$ cat config.mk
export PLATFORM = sky130hd
export DESIGN_NAME = div_unit_flat
export DESIGN_NICKNAME = d
export VERILOG_FILES = /design/src/rtl/div_unit_pkg.sv /design/src/rtl/div_unit_if.sv /design/src/rtl/div_unit.sv /design/src/flat_wrapper.sv
export SDC_FILE = /design/constraint.sdc
export NUM_CORES = 1
export LEC_CHECK = 0
export ABC_AREA = 1
export BUFFER_PORTS_ARGS = -buffer_cell sky130_fd_sc_hd__buf_2
export CAP_MARGIN = 0
export CORE_MARGIN = 2
export CORE_UTILIZATION = 60
export CTS_CLUSTER_SIZE = 25
export DETAILED_ROUTE_END_ITERATION = 8
export HOLD_SLACK_MARGIN = 0.06
export PLACE_DENSITY = 0.81
export SYNTH_ARGS = -nofsm -noshare
export SYNTH_HDL_FRONTEND = slang
export SYNTH_SLANG_ARGS = --single-unit
export TNS_END_PERCENT = 100
$ cat constraint.sdc
create_clock -name clk -period 4.9 [get_ports clk]
set_clock_uncertainty 0.2 [all_clocks]
set_input_delay 0.98 -clock clk [delete_from_list [all_inputs] [get_ports clk]]
set_output_delay 0.98 -clock clk [all_outputs]
set_load 0.02 [all_outputs]
$ cat src/rtl/div_unit_pkg.sv
// Shared types and constants for the iterative 32-bit MIPS divider.
package div_unit_pkg;

    localparam int DIV_W    = 32;
    localparam int DIV_ITER = 32;

    typedef enum logic [1:0] {
        DIV_IDLE = 2'd0,
        DIV_CALC = 2'd1,
        DIV_DONE = 2'd2
    } div_state_e;

    // Two's-complement magnitude; 0x80000000 maps to itself as an unsigned value.
    function automatic logic [DIV_W-1:0] magnitude(input logic [DIV_W-1:0] x, input logic neg);
        return neg ? (~x + 32'd1) : x;
    endfunction

endpackage

$ cat src/rtl/div_unit_if.sv
// Request/response bundle between the execute stage and the divider.
interface div_unit_if;
    import div_unit_pkg::*;

    // A request is accepted on a rising edge where start=1, cancel=0 and busy=0:
    // start is the valid, ~busy the ready. done is a one-cycle valid for
    // quotient/remainder with no back-pressure; the results hold until the next accept.
    logic             start;
    logic             signed_div;
    logic [DIV_W-1:0] dividend;
    logic [DIV_W-1:0] divisor;
    logic             cancel;
    logic             busy;
    logic             done;
    logic [DIV_W-1:0] quotient;
    logic [DIV_W-1:0] remainder;

    modport master (
        output start, signed_div, dividend, divisor, cancel,
        input  busy, done, quotient, remainder
    );

    modport slave (
        input  start, signed_div, dividend, divisor, cancel,
        output busy, done, quotient, remainder
    );

endinterface

$ cat src/rtl/div_unit.sv
// Radix-2 restoring divider for DIV/DIVU: 32 CALC cycles, one DONE cycle,
// results feed HI (remainder) and LO (quotient).
module div_unit
    import div_unit_pkg::*;
(
    input  logic       clk,
    input  logic       rst,
    div_unit_if.slave  bus,
    output div_state_e dbg_state
);

    div_state_e       state;
    logic [4:0]       cnt;
    logic [DIV_W-1:0] prem;
    logic [DIV_W-1:0] dsr;
    logic [DIV_W-1:0] dvs;
    logic [DIV_W-1:0] raw_dvd;
    logic             neg_q;
    logic             neg_r;
    logic             div0;
    logic             done_r;
    logic [DIV_W-1:0] quo_r;
    logic [DIV_W-1:0] rem_r;

    logic [DIV_W:0]   shifted;
    logic [DIV_W:0]   trial;
    logic             q_bit;
    logic [DIV_W-1:0] q_next;
    logic [DIV_W-1:0] r_next;
    logic [DIV_W-1:0] q_fix;
    logic [DIV_W-1:0] r_fix;

    // dsr starts as the dividend magnitude and fills with quotient bits from the LSB.
    always_comb begin
        shifted = {prem, dsr[DIV_W-1]};
        trial   = shifted - {1'b0, dvs};
        q_bit   = ~trial[DIV_W];
        q_next  = {dsr[DIV_W-2:0], q_bit};
        r_next  = q_bit ? trial[DIV_W-1:0] : shifted[DIV_W-1:0];
        q_fix   = div0 ? '1      : (neg_q ? (~q_next + 32'd1) : q_next);
        r_fix   = div0 ? raw_dvd : (neg_r ? (~r_next + 32'd1) : r_next);
    end

    always_ff @(posedge clk) begin
        if (rst) begin
            state   <= DIV_IDLE;
            cnt     <= '0;
            prem    <= '0;
            dsr     <= '0;
            dvs     <= '0;
            raw_dvd <= '0;
            neg_q   <= 1'b0;
            neg_r   <= 1'b0;
            div0    <= 1'b0;
            done_r  <= 1'b0;
            quo_r   <= '0;
            rem_r   <= '0;
        end else if (bus.cancel) begin
            state  <= DIV_IDLE;
            done_r <= 1'b0;
        end else begin
            case (state)
                DIV_IDLE: begin
                    done_r <= 1'b0;
                    if (bus.start) begin
                        neg_q   <= bus.signed_div & (bus.dividend[DIV_W-1] ^ bus.divisor[DIV_W-1]);
                        neg_r   <= bus.signed_div & bus.dividend[DIV_W-1];
                        dsr     <= magnitude(bus.dividend, bus.signed_div & bus.dividend[DIV_W-1]);
                        dvs     <= magnitude(bus.divisor, bus.signed_div & bus.divisor[DIV_W-1]);
                        div0    <= (bus.divisor == '0);
                        raw_dvd <= bus.dividend;
                        cnt     <= '0;
                        prem    <= '0;
                        state   <= DIV_CALC;
                    end
                end
                DIV_CALC: begin
                    prem <= r_next;
                    dsr  <= q_next;
                    cnt  <= cnt + 5'd1;
                    if (cnt == 5'(DIV_ITER - 1)) begin
                        state  <= DIV_DONE;
                        done_r <= 1'b1;
                        quo_r  <= q_fix;
                        rem_r  <= r_fix;
                    end
                end
                DIV_DONE: begin
                    done_r <= 1'b0;
                    state  <= DIV_IDLE;
                end
                default: begin
                    done_r <= 1'b0;
                    state  <= DIV_IDLE;
                end
            endcase
        end
    end

    assign bus.busy      = (state != DIV_IDLE);
    assign bus.done      = done_r;
    assign bus.quotient  = quo_r;
    assign bus.remainder = rem_r;
    assign dbg_state     = state;

endmodule

$ cat src/flat_wrapper.sv
// flat-port wrapper written by rule: the top's interface ports become plain ports
module div_unit_flat import div_unit_pkg::*;
  (clk, rst, dbg_state, bus_start, bus_signed_div, bus_dividend, bus_divisor, bus_cancel, bus_busy, bus_done, bus_quotient, bus_remainder);
  div_unit_if bus_i ();
  input  logic clk;
  input  logic rst;
  output div_state_e dbg_state;
  input wire logic [$bits(bus_i.start)-1:0] bus_start;
  input wire logic [$bits(bus_i.signed_div)-1:0] bus_signed_div;
  input wire logic [$bits(bus_i.dividend)-1:0] bus_dividend;
  input wire logic [$bits(bus_i.divisor)-1:0] bus_divisor;
  input wire logic [$bits(bus_i.cancel)-1:0] bus_cancel;
  output wire logic [$bits(bus_i.busy)-1:0] bus_busy;
  output wire logic [$bits(bus_i.done)-1:0] bus_done;
  output wire logic [$bits(bus_i.quotient)-1:0] bus_quotient;
  output wire logic [$bits(bus_i.remainder)-1:0] bus_remainder;
  assign bus_i.start = bus_start;
  assign bus_i.signed_div = bus_signed_div;
  assign bus_i.dividend = bus_dividend;
  assign bus_i.divisor = bus_divisor;
  assign bus_i.cancel = bus_cancel;
  assign bus_busy = bus_i.busy;
  assign bus_done = bus_i.done;
  assign bus_quotient = bus_i.quotient;
  assign bus_remainder = bus_i.remainder;
  div_unit u_core (.clk(clk), .rst(rst), .bus(bus_i), .dbg_state(dbg_state));
endmodule
=== After elaboration in Yosys (flattened, before gate mapping) ===
Cells that the tools add are included.

* Output and inout bits: 68
* Flip-flop bits (word level): 203
* Bits of input ports: 69

* Eq/ne operators: 4
* Add/subtract/negate cells: 6
* Reductions and logical operators: 10
* Bitwise gates (word level): 11
* Multiplexer cells: 16

{| class="wikitable"
|+ Operators by type and width
! kind !! count
|-
| $mux 32 || 9
|-
| $add 32x1->32 const B || 4
|-
| $not 32->32 || 4
|-
| $pmux 32 s2 || 2
|-
| $sub 33x32->33 || 1
|-
| $logic_not 32->1 || 1
|-
| $pmux 5 s2 || 1
|-
| $reduce_and 3->1 || 3
|-
| $add 5x1->5 const B || 1
|-
| $eq 5x5->1 const B || 1
|-
| $mux 5 || 1
|-
| $mux 2 || 2
|-
| $pmux 2 s2 || 1
|-
| $reduce_bool 2->1 || 2
|-
| $and 1x1->1 || 3
|-
| $not 1->1 || 3
|-
| $reduce_or 3->1 || 1
|-
| $eq 2x1->1 const B || 1
|-
| $logic_not 2->1 || 1
|-
| $ne 2x1->1 const B || 1
|-
| $ne 2x2->1 const B || 1
|-
| $reduce_and 2->1 || 1
|-
| $reduce_or 2->1 || 1
|-
| $xor 1x1->1 || 1
|}

=== Depth between registers and ports, before layout ===
Gate-level depths: netlist of run 1.

* Word-level depth: 6
* Gate-level depth with buffers: 30

=== Least setup slack after synthesis of run 1 ===
Ideal clock, no wire load.

* Path kind: flip-flop to flip-flop
* Start point: register u_core.dsr[31]
* End point: register u_core.quo_r[28], in the netlist u_core.bus.quotient[28]
* Slack: 0.741 ns
* Stages on the path, launching flop included: 31
* Arrival: 3.842 ns
* Library setup time: 0.117 ns
* Cells stage by stage: dfxtp_1 -> inv_1 -> ha_1 -> fa_1 -> inv_1 -> nand2_1 -> nand2_1 -> nand3_1 -> nand2_1 -> nand2_1 -> nand2_4 -> nand2_4 -> nand2_4 -> nand2_4 -> nand2_4 -> buf_6 -> buf_6 -> ha_1 -> nand3_1 -> nor3_1 -> nand4_1 -> nor2_1 -> and3_1 -> nand2_1 -> nor2_1 -> inv_1 -> o21ai_0 -> o21ai_0 -> xor2_1 -> o221ai_1 -> inv_1

* Cells in the longest elaborated chain, start to end: 6

{| class="wikitable"
|+ Ends and longest elaborated chain
! item !! RTL line !! RTL
|-
| start, declared || div_unit.sv:15 || <nowiki>logic [DIV_W-1:0] dsr;</nowiki>
|-
| start signal, assigned || div_unit.sv:68 || <nowiki>dsr <= magnitude(bus.dividend, bus.signed_div & bus.dividend[DIV_W-1]);</nowiki>
|-
| start signal, assigned || div_unit.sv:79 || <nowiki>dsr <= q_next;</nowiki>
|-
| $sub 33x32->33 || div_unit.sv:36 || <nowiki>trial = shifted - {1'b0, dvs};</nowiki>
|-
| $not 1->1 || div_unit.sv:37 || <nowiki>q_bit = ~trial[DIV_W];</nowiki>
|-
| $not 32->32 || div_unit.sv:40 || <nowiki>q_fix = div0 ? '1 : (neg_q ? (~q_next + 32'd1) : q_next);</nowiki>
|-
| $add 32x1->32 || div_unit.sv:40 ||
|-
| $mux 32 (2 in series) || div_unit.sv:40 ||
|-
| end signal, assigned || div_unit.sv:84 || <nowiki>quo_r <= q_fix;</nowiki>
|-
| end, declared || div_unit.sv:22 || <nowiki>logic [DIV_W-1:0] quo_r;</nowiki>
|}

Every way passes these cells.
A chain may end at the register's enable or synchronous reset.

=== Worst setup path in the final report of run 1 ===
Same ends and word-level chain as after synthesis.

==> results of run 1 <==
power groups by stage:
| stage | combinational [uW] | clock, uW | sequential (uW) |
|---|---|---|---|
| final | 921 | 1870 | 1740 |
| after global routing | 1010 | 1940 | 1750 |
| after CTS | 896 | 1880 | 1740 |
| after detailed placement | 887 | 0 | 1780 |
| after global placement | 874 | 0 | 1780 |
| after floorplan | 640 | 0 | 1770 |
flip-flops by register name (all words and copies together), names as in the netlist:
register	count
u_core.raw_dvd	32
u_core.dvs	32
u_core.neg_q	1
u_core.bus.remainder	32
u_core.bus.quotient	32
u_core.prem	32
u_core.dbg_state	2
u_core.cnt	5
u_core.dsr	32
u_core.div0	1
u_core.neg_r	1
u_core.bus.done	1
path summary, 6_finish.rpt:
kind / endpoint / cells past startpoint
worst min register to register: u_core.bus.remainder[14]$_SDFFE_PP0P_ / 2
worst max-delay path: u_core.bus.quotient[28]$_SDFFE_PP0P_ / 28
worst max register to register: u_core.bus.quotient[28]$_SDFFE_PP0P_ / 28
worst min-delay path: u_core.bus.remainder[14]$_SDFFE_PP0P_ / 2
worst min-delay path, stage by stage, from the launching register on:
cell and delay [ns]:
dfxtp_1 0.30, nand2_1 0.06, a21oi_1 0.05
cells by family (layout without fill, tap and decap cells):
kind of cell | Yosys count | in the layout | synth area share, %
flops | 203 | 203 | 29.5
buf+inv | 384 | 486 | 11.1
simple gates | 1022 | 1022 | 31.9
fa+ha+maj | 39 | 39 | 3.60
compound gates | 463 | 463 | 20.0
xor+xnor | 62 | 62 | 3.94
per-stage QoR:
stage	std cells	hold WS (ns)	setup slack (ns)
floorplan	2173	0.237	0.741
global placement	2518	0.249	0.616
finish	2560	0.261	0.420
detailed placement	2518	0.252	0.482
global route	2560	0.279	0.0964
CTS	2560	0.262	0.456
final cells by class:
class | count | share of cell area [%]
multi-input cells | 1586 | 53.5
well taps | 285 | 2.32
repair buffers | 152 | 5.24
clock inverters | 14 | 1.35
clock buffers | 28 | 3.94
flip-flops and latches | 203 | 26.5
inverters | 292 | 7.15
per-layer routing:
metal  vias up  share of wire (%)  GRT usage (%)
met5         -                  0              0
met4         0                4.0           13.4
met3       115                 10           5.52
met2       813                 43           54.3
met1      6814                 43           51.3
li1       7282                  -              -
Yosys cell counts, types with 3 or more instances:
cell / n
a211oi_1: 3
a21o_1: 3
a21oi_1: 167
a21oi_2: 9
a31oi_1: 15
and2_1: 3
buf_1: 9
buf_6: 5
clkbuf_1: 73
dfxtp_1: 203
ha_1: 38
inv_1: 284
inv_2: 7
nand2_1: 584
nand2_2: 32
nand2_4: 11
nand3_1: 126
nand3_2: 4
nand3b_1: 6
nand4_1: 19
nor2_1: 177
nor2_2: 8
nor3_1: 26
nor3b_1: 3
nor4_1: 8
o211ai_1: 27
o21ai_0: 137
o21ai_1: 15
o21ai_2: 7
o21bai_1: 5
o221ai_1: 24
o22ai_1: 20
o32ai_1: 20
or2_2: 9
xnor2_1: 26
xor2_1: 36
==> impl_metrics.py, run 1 <==
metrics = {
    "min_path": {
        "min_from": "u_core.bus.remainder[14]$_SDFFE_PP0P_",
        "worstHoldPathType": "register to register",
    },
    "synthesis": {
        "yosysTopAreaCellShare_pct": 29.5,
        "syn_inst": 2173,
        "seq_area_frac_synth_pct": 29.5,
        "async_reset_ff_share_pct": 0,
        "synth_area_sq_um": 13800,
        "synth.net_count": 2281,
        "ys_top_cells_by_area": "dfxtp_1, nand2_1, inv_1",
        "yosys.cell_types.count": 53,
        "synth-seq-cells": 203,
        "synth_flop_cell": "dfxtp_1",
        "postSynthAreaPerCell_sq_um": 6.34,
        "yosysTopAreaCell": "dfxtp_1",
        "yosys_warnings": 0,
        "synth_edf_count": 0,
    },
    "floorplan": {
        "dieArea_sq_um": 24200,
        "die_x_microns": 156,
        "die_h_microns": 156,
        "num_rows": 55,
        "pin_count": 137,
        "fp.coreArea_sq_um": 22600,
        "initial_core_util_pct": 61.0,
    },
    "sta": {
        "fmax_mhz": 223,
        "finalSetupViolCount": 0,
        "worst_slew_pin_slew_ns": 1.17,
        "maxSlewHeadroom_pct": 21.6,
        "rsz0062_at_grt": "no",
        "period_share_pct": 91.4,
        "finalMaxSlewViolations": 0,
        "hold_viol_final": 0,
        "final.setup.tns_ns": 0,
        "period_minus_slack_ns": 4.48,
    },
    "drt": {
        "first_iter_violations": 1546,
        "vias": 15000,
        "dr.pass1.iters": 8,
        "wl_per_cell_microns": 17.3,
        "routed_wl_microns": 44200,
        "drc": 0,
        "viasPerCell": 5.87,
        "antenna_left": 0,
    },
    "outcome": {
        "status": "finished clean",
    },
    "critical_path": {
        "cp.required_ns": 5.11,
        "r2r_slack_ns": 0.42,
        "worstSetupPathType": "register to register",
        "critPathTopFamily": "simple AND/OR/NAND/NOR gates",
        "path_max_fanout": 5,
        "worst-path-buf-inv": 4,
        "end_kind": "register",
        "arrival_ns": 4.69,
        "start_kind": "register",
        "r2r-start": "u_core.dsr[31]$_SDFFE_PP0P_",
        "crit_start": "u_core.dsr[31]$_SDFFE_PP0P_",
        "slowest_delay_ns": 0.41,
        "cpMaxStageDelayCell": "fa_1",
    },
    "global_route": {
        "grt_pass1_wl_microns": 69300,
        "first_global_vias": 13400,
        "track_usage_pct": 35.8,
        "grt_overflow": 0,
        "antenna_found_initial": 1,
        "grt_max_degree": 64,
    },
    "cells_and_area": {
        "layout.nets": 2366,
        "nFillCells": 2054,
        "final_cell_mix": "nand2_1, inv_1, dfxtp_1",
        "multiInputGateArea_sq_um": 8210,
        "final_common_cell": "nand2_1",
        "drive_gt1_share_pct": 12.8,
        "area_delta_synth_final_pct": 11.4,
        "diodes": 0,
        "final-seq-area_sq_um": 4060,
        "design_area_sq_um": 15300,
        "final_util_pct": 68.0,
    },
    "clock_network": {
        "cts_setup_buffers": 0,
        "cts-resized-gates": 0,
        "htreeDepth": 1,
        "cts_buffers": 23,
        "holdBufCountCts": 0,
        "clk_pin_slew_ns": 0.06,
        "cts_root_buffer": "clkbuf_16",
        "cts_tree": "done",
        "cts.sinks": 203,
        "clock_latency_ns": 0.52,
        "cts_buffer_depth": 3,
    },
    "power_and_ir_drop": {
        "switchingPower_uw": 1400,
        "p_per_area_nw_per_um2": 296,
        "combPwrFrac_pct": 20.3,
        "ir_worst_vdd_v": 0.000246,
        "power.leakage_uw": 0.00763,
        "swShare_pct": 31.0,
        "seqPwrFrac_pct": 38.5,
        "power_uw": 4530,
        "p_clk_share_pct": 41.2,
        "cell_internal_pwr_uw": 3130,
    },
    "placement": {
        "placed_area_sq_um": 14500,
        "port_buffers": 136,
        "post-dp-hpwl_microns": 32900,
        "gp_congestion": 1.01,
    },
    "job": {
        "cap_violations": 0,
    },
}
Note: power is estimated with default switching activity, not from simulation.
==> run 2, diff against run 1 <==
ABC_AREA = not set   (was 1)
==> impl_metrics.py, run 2 <==
metrics = {
    "clock_network": {
        "cts_buffers": 24,
        "cts_tree": "done",
        "holdBufCountCts": 0,
        "clk_pin_slew_ns": 0.07,
        "clock_latency_ns": 0.54,
        "htreeDepth": 1,
        "cts.sinks": 203,
        "cts_buffer_depth": 3,
        "cts_root_buffer": "clkbuf_16",
    },
    "synthesis": {
        "synth.net_count": 1797,
        "synth_xor_area_share_pct": 8.83,
        "seq_area_frac_synth_pct": 31.5,
        "yosysMostFrequentCell": "nor2_1",
        "synth_common_cells": "nor2_1, dfxtp_1, nand2_1",
        "synth_top_family_by_area": "compound AO/OA/AOI/OAI gates",
        "synth_flop_cell": "dfxtp_1",
        "yosysTopAreaCell": "dfxtp_1",
        "muxShareOfSynthArea_pct": 2.43,
        "synth-seq-cells": 203,
        "yosysTopAreaCellShare_pct": 31.5,
        "synth_edf_count": 0,
        "async_reset_ff_share_pct": 0,
        "yosys.area_share.simple_pct": 22.0,
        "postSynthAreaPerCell_sq_um": 7.63,
        "synth-compound-area-share_pct": 26.5,
        "yosys_warnings": 0,
        "yosys.cell_types.count": 77,
        "synth_area_sq_um": 12900,
        "syn_inst": 1689,
        "synth-adder-area-share_pct": 3.84,
        "ys_top_cells_by_area": "dfxtp_1, nor2_1, a211oi_1",
    },
    "sta": {
        "period_minus_slack_ns": 4.67,
        "worst_slack_ns": 0.232,
        "period_share_pct": 95.3,
        "worst_slew_pin_slew_ns": 1.13,
        "final.setup.tns_ns": 0,
        "finalMaxSlewViolations": 0,
        "finalSetupViolCount": 0,
        "fmax_mhz": 214,
        "hold_viol_final": 0,
        "maxSlewHeadroom_pct": 24.3,
    },
    "global_route": {
        "grt_pass1_wl_microns": 63000,
        "grt_max_degree": 146,
        "first_global_vias": 11800,
        "antenna_found_initial": 0,
        "grt_overflow": 0,
        "track_usage_pct": 34.6,
    },
    "drt": {
        "routed_wl_microns": 39900,
        "dr.pass1.iters": 5,
        "viasPerCell": 6.38,
        "wl_per_cell_microns": 19.4,
        "first_iter_violations": 1413,
        "drc": 0,
        "antenna_left": 0,
        "vias": 13100,
    },
    "cells_and_area": {
        "design_area_sq_um": 14700,
        "diodes": 0,
        "nFillCells": 1808,
        "drive_gt1_share_pct": 14.1,
        "area_delta_synth_final_pct": 13.7,
        "multiInputGateArea_sq_um": 8260,
        "final_cell_mix": "nor2_1, dfxtp_1, nand2_1",
        "final-seq-area_sq_um": 4070,
        "layout.nets": 1875,
        "final_common_cell": "nor2_1",
    },
    "placement": {
        "gp_congestion": 0.979,
        "place_ws_ns": 0.170,
        "placed_area_sq_um": 13700,
        "port_buffers": 136,
        "post-dp-hpwl_microns": 28700,
    },
    "power_and_ir_drop": {
        "ir_worst_vdd_v": 0.000267,
        "swShare_pct": 29.2,
        "power_uw": 4520,
        "switchingPower_uw": 1320,
        "seqPwrFrac_pct": 38.6,
        "combPwrFrac_pct": 17.9,
        "cell_internal_pwr_uw": 3200,
        "power.leakage_uw": 0.00568,
        "p_clk_share_pct": 43.5,
        "p_per_area_nw_per_um2": 309,
    },
    "critical_path": {
        "cp.required_ns": 5.11,
        "end_kind": "register",
        "start_kind": "register",
        "worstSetupPathType": "register to register",
        "r2r_end": "u_core.bus.remainder[30]$_SDFFE_PP0P_",
        "reg2regPathDepth": 20,
        "path_max_fanout": 13,
        "arrival_ns": 4.88,
        "r2r_slack_ns": 0.23,
        "r2r-start": "u_core.dsr[31]$_SDFFE_PP0P_",
    },
    "job": {
        "cap_violations": 0,
    },
    "min_path": {
        "worstHoldPathType": "register to register",
        "worstHoldEndpoint": "u_core.bus.remainder[1]$_SDFFE_PP0P_",
        "min_from": "u_core.bus.remainder[1]$_SDFFE_PP0P_",
        "hold_depth": 2,
    },
    "floorplan": {
        "dieArea_sq_um": 22700,
        "initial_core_util_pct": 61.1,
        "die_h_microns": 151,
        "fp.coreArea_sq_um": 21100,
        "pin_count": 137,
        "num_rows": 53,
        "die_x_microns": 151,
    },
    "outcome": {
        "status": "finished clean",
    },
}
## run 2: cell types whose count changed after synthesis, moves of 21 or more
cell / previous run / this run
inv_1: 284 / 43
mux2i_1: 0 / 29
a211oi_1: 3 / 103
nand3_1: 126 / 23
o21ai_0: 137 / 88
o221ai_1: 24 / 1
o31ai_1: 2 / 25
nand2_2: 32 / 0
xnor2_1: 26 / 56
nor2_1: 177 / 221
xor2_1: 36 / 74
nand2_1: 584 / 193
or3_1: 1 / 22
## run 2: area by class of cell
type / count / share of cell area (%)
Clock inverter: 9 / 1.10
Timing Repair Buffer: 166 / 6.45
Clock buffer: 34 / 4.83
Multi-Input combinational cell: 1328 / 56.4
Tap cell: 275 / 2.35
Sequential cell: 203 / 27.7
Inverter: 44 / 1.14
## run 2: logic make-up (layout without fill, tap and decap cells)
family / after synthesis / after routing
compound gates: 513 / 513
xor+xnor: 130 / 130
fa+ha+maj: 39 / 39
buf+inv: 158 / 253
flops: 203 / 203
mux: 31 / 31
simple gates: 615 / 615
## run 2: repair_timing
action	in CTS	in global routing
gates resized for setup	0	12
endpoints found under the setup margin	0	11
buffers inserted	0	2
## run 2: stage by stage
step	utilization (%)	hold WS, ns	std cells
6_report	69.5	0.254	2059
5_1_grt	69.5	0.266	2059
4_1_cts	69.3	0.256	2057
3_5_place_dp	65.1	0.247	2014
3_3_place_gp	65.1	0.237	2014
2_1_floorplan	-	0.231	1689
## run 2: metal layers
layer / GRT usage (%) / part of all wire, % / vias to the layer above
li1: - / - / 6260
met1: 50.5 / 45 / 6201
met2: 52.7 / 44 / 595
met3: 4.97 / 8.6 / 90
met4: 10.8 / 2.8 / 0
met5: 0 / 0 / -
## run 2: worst max-delay path by stage
stage | end | from | slack, ns
after floorplan | u_core.bus.remainder[28]$_SDFFE_PP0P_ | u_core.dvs[17]$_SDFFE_PP0P_ | 0.01
after global placement | u_core.bus.remainder[30]$_SDFFE_PP0P_ | u_core.dvs[19]$_SDFFE_PP0P_ | 0.37
after detailed placement | u_core.bus.remainder[30]$_SDFFE_PP0P_ | u_core.dvs[19]$_SDFFE_PP0P_ | 0.17
after CTS | u_core.bus.remainder[30]$_SDFFE_PP0P_ | u_core.dvs[19]$_SDFFE_PP0P_ | 0.17
after global routing | u_core.bus.remainder[28]$_SDFFE_PP0P_ | u_core.dsr[31]$_SDFFE_PP0P_ | -0.03
final | u_core.bus.remainder[30]$_SDFFE_PP0P_ | u_core.dsr[31]$_SDFFE_PP0P_ | 0.23
## run 2: power groups by stage
stage	logic, uW	clock network, uW	registers, uW
3_3_place_gp	768	0	1780
4_1_cts	784	1970	1750
5_1_grt	881	2050	1750
6_report	809	1970	1750
3_5_place_dp	776	0	1780
2_1_floorplan	552	0	1770
## run 2: critical path, cell delays in order (launching register included)
cell	delay [ns]
dfxtp_1	0.36
inv_1	0.08
ha_1	0.21
fa_1	0.42
nor2b_2	0.18
o31a_1	0.27
o21bai_2	0.16
a21oi_1	0.15
o211a_1	0.22
inv_4	0.09
nand2_1	0.08
o21ai_0	0.07
inv_1	0.11
ha_2	0.23
nand3b_1	0.13
or4bb_1	0.52
o32a_4	0.29
a2111oi_2	0.31
nand4_1	0.17
mux2i_1	0.15
o2bb2ai_1	0.13
==> run 3, diff against run 2 <==
ABC_CLOCK_PERIOD_IN_PS = 4900   (was not set)
CORE_ASPECT_RATIO = 0.9   (was not set)
MAX_ROUTING_LAYER = met4   (was not set)
==> impl_metrics.py, run 3 (synthesis results as in run 2) <==
metrics = {
    "outcome": {
        "status": "finished clean",
    },
    "placement": {
        "port_buffers": 136,
        "gp_congestion": 1.03,
        "post-dp-hpwl_microns": 28100,
        "placed_area_sq_um": 13800,
    },
    "cells_and_area": {
        "drive_gt1_share_pct": 13.8,
        "nFillCells": 1752,
        "layout.nets": 1878,
        "design_area_sq_um": 14600,
        "final_cell_mix": "nor2_1, dfxtp_1, nand2_1",
        "area_delta_synth_final_pct": 13.1,
        "final_common_cell": "nor2_1",
        "diodes": 0,
    },
    "floorplan": {
        "initial_core_util_pct": 61.5,
        "die_x_microns": 159,
        "num_rows": 50,
        "dieArea_sq_um": 22700,
        "pin_count": 137,
        "fp.coreArea_sq_um": 21000,
        "die_h_microns": 143,
    },
    "drt": {
        "vias": 12900,
        "dr.pass1.iters": 5,
        "antenna_left": 0,
        "wl_per_cell_microns": 18.5,
        "viasPerCell": 6.26,
        "drc": 0,
        "first_iter_violations": 1112,
        "routed_wl_microns": 38300,
    },
    "job": {
        "cap_violations": 0,
    },
    "sta": {
        "hold_ws_ns": 0.253,
        "fmax_mhz": 211,
        "finalMaxSlewViolations": 0,
        "maxSlewHeadroom_pct": 20.5,
        "period_minus_slack_ns": 4.74,
        "hold_viol_final": 0,
        "finalSetupViolCount": 0,
        "worst_slew_pin_slew_ns": 1.19,
        "period_share_pct": 96.6,
    },
    "clock_network": {
        "cts_tree": "done",
        "cts_root_buffer": "clkbuf_16",
        "cts_buffer_depth": 3,
        "cts_buffers": 23,
        "htreeDepth": 1,
        "clk_pin_slew_ns": 0.06,
        "clock_latency_ns": 0.51,
        "cts.sinks": 203,
    },
    "global_route": {
        "grt_max_degree": 133,
        "antenna_found_initial": 0,
        "track_usage_pct": 34.2,
        "first_global_vias": 11600,
        "grt_pass1_wl_microns": 60100,
        "grt_overflow": 0,
    },
    "power_and_ir_drop": {
        "power.leakage_uw": 0.00566,
        "p_per_area_nw_per_um2": 294,
        "ir_worst_vdd_v": 0.000208,
    },
    "critical_path": {
        "arrival_ns": 4.96,
        "path_max_fanout": 14,
        "cp.required_ns": 5.13,
        "start_kind": "register",
        "worstSetupPathType": "register to register",
        "end_kind": "register",
    },
    "min_path": {
        "worstHoldPathType": "register to register",
    },
}
==> run 3: cell types whose count changed in the layout (fill, tap and decap cells not counted), sizes merged <==
cell | before | now
buf | 166 | 170
clkinvlp | 2 | 1
inv | 44 | 45
bufinv | 4 | 2
clkbuf | 34 | 31
==> run 3: critical path, stage by stage, from the launching register on <==
cell and delay [ns]:
dfxtp_1 0.42, ha_2 0.37, a21oi_2 0.18, o21ai_1 0.14
a221o_1 0.32, or3_1 0.32, o211a_1 0.27, inv_4 0.16
nor2_1 0.07, a21oi_2 0.16, ha_2 0.23, nand3b_1 0.11
or4bb_1 0.53, o32a_4 0.30, nor3_2 0.17, nand3_1 0.15
o311a_1 0.35, a211oi_2 0.20
==> run 3: path summary, 6_finish.rpt <==
kind	startpoint	end	slack [ns]	depth (start not counted)
max	u_core.prem[18]$_SDFFE_PP0P_	u_core.bus.remainder[28]$_SDFFE_PP0P_	0.16	17
min	u_core.raw_dvd[1]$_SDFFE_PP0P_	u_core.raw_dvd[1]$_SDFFE_PP0P_	0.25	2
min reg2reg	u_core.raw_dvd[1]$_SDFFE_PP0P_	u_core.raw_dvd[1]$_SDFFE_PP0P_	0.25	2
max reg2reg	u_core.prem[18]$_SDFFE_PP0P_	u_core.bus.remainder[28]$_SDFFE_PP0P_	0.16	17
==> run 3: repair_timing <==
action                                  4_1_cts  5_1_grt
endpoints found under the hold margin         0        0
gates resized for setup                       0        8
endpoints found under the setup margin        0       11
hold buffers                                  0        0
buffers inserted                              0        2
==> run 3: per-layer routing <==
| layer | vias to the layer above | routed length, microns | track usage [%] | share of wire (%) |
|---|---|---|---|---|
| met5 | - | 0 | - | 0 |
| li1 | 6255 | - | - | - |
| met1 | 6050 | 17100 | 47.6 | 45 |
| met4 | 0 | 934 | 9.48 | 2.4 |
| met3 | 69 | 3680 | 7.47 | 9.6 |
| met2 | 573 | 16600 | 50.0 | 43 |
==> run 3: layout make-up <==
cell class / count / area [sq um] / area share, %
Clock buffer: 31 / 656 / 4.50
Clock inverter: 7 / 97.6 / 0.669
Inverter: 44 / 168 / 1.15
Multi-Input combinational cell: 1328 / 8270 / 56.7
Sequential cell: 203 / 4070 / 27.9
Tap cell: 286 / 358 / 2.45
Timing Repair Buffer: 170 / 976 / 6.69
==> run 3: report_power, final <==
| part | total (uW) | internal (uW) | switching (uW) |
|---|---|---|---|
| clock network | 1740 | 1040 | 696 |
| logic | 808 | 292 | 516 |
| registers | 1750 | 1700 | 48.6 |
| total | 4290 | 3030 | 1260 |
==> run 3: through the flow <==
step | setup slack (ns) | setup TNS [ns] | utilization, % | total power, uW | std cells
after floorplan | 0.0125 | 0 | - | 2320 | 1689
after global placement | 0.382 | 0 | 65.8 | 2550 | 2029
after detailed placement | 0.142 | 0 | 65.8 | 2560 | 2029
after CTS | 0.129 | 0 | 69.3 | 4280 | 2067
after global routing | -0.0440 | -0.0793 | 69.6 | 4450 | 2069
final | 0.164 | 0 | 69.6 | 4290 | 2069
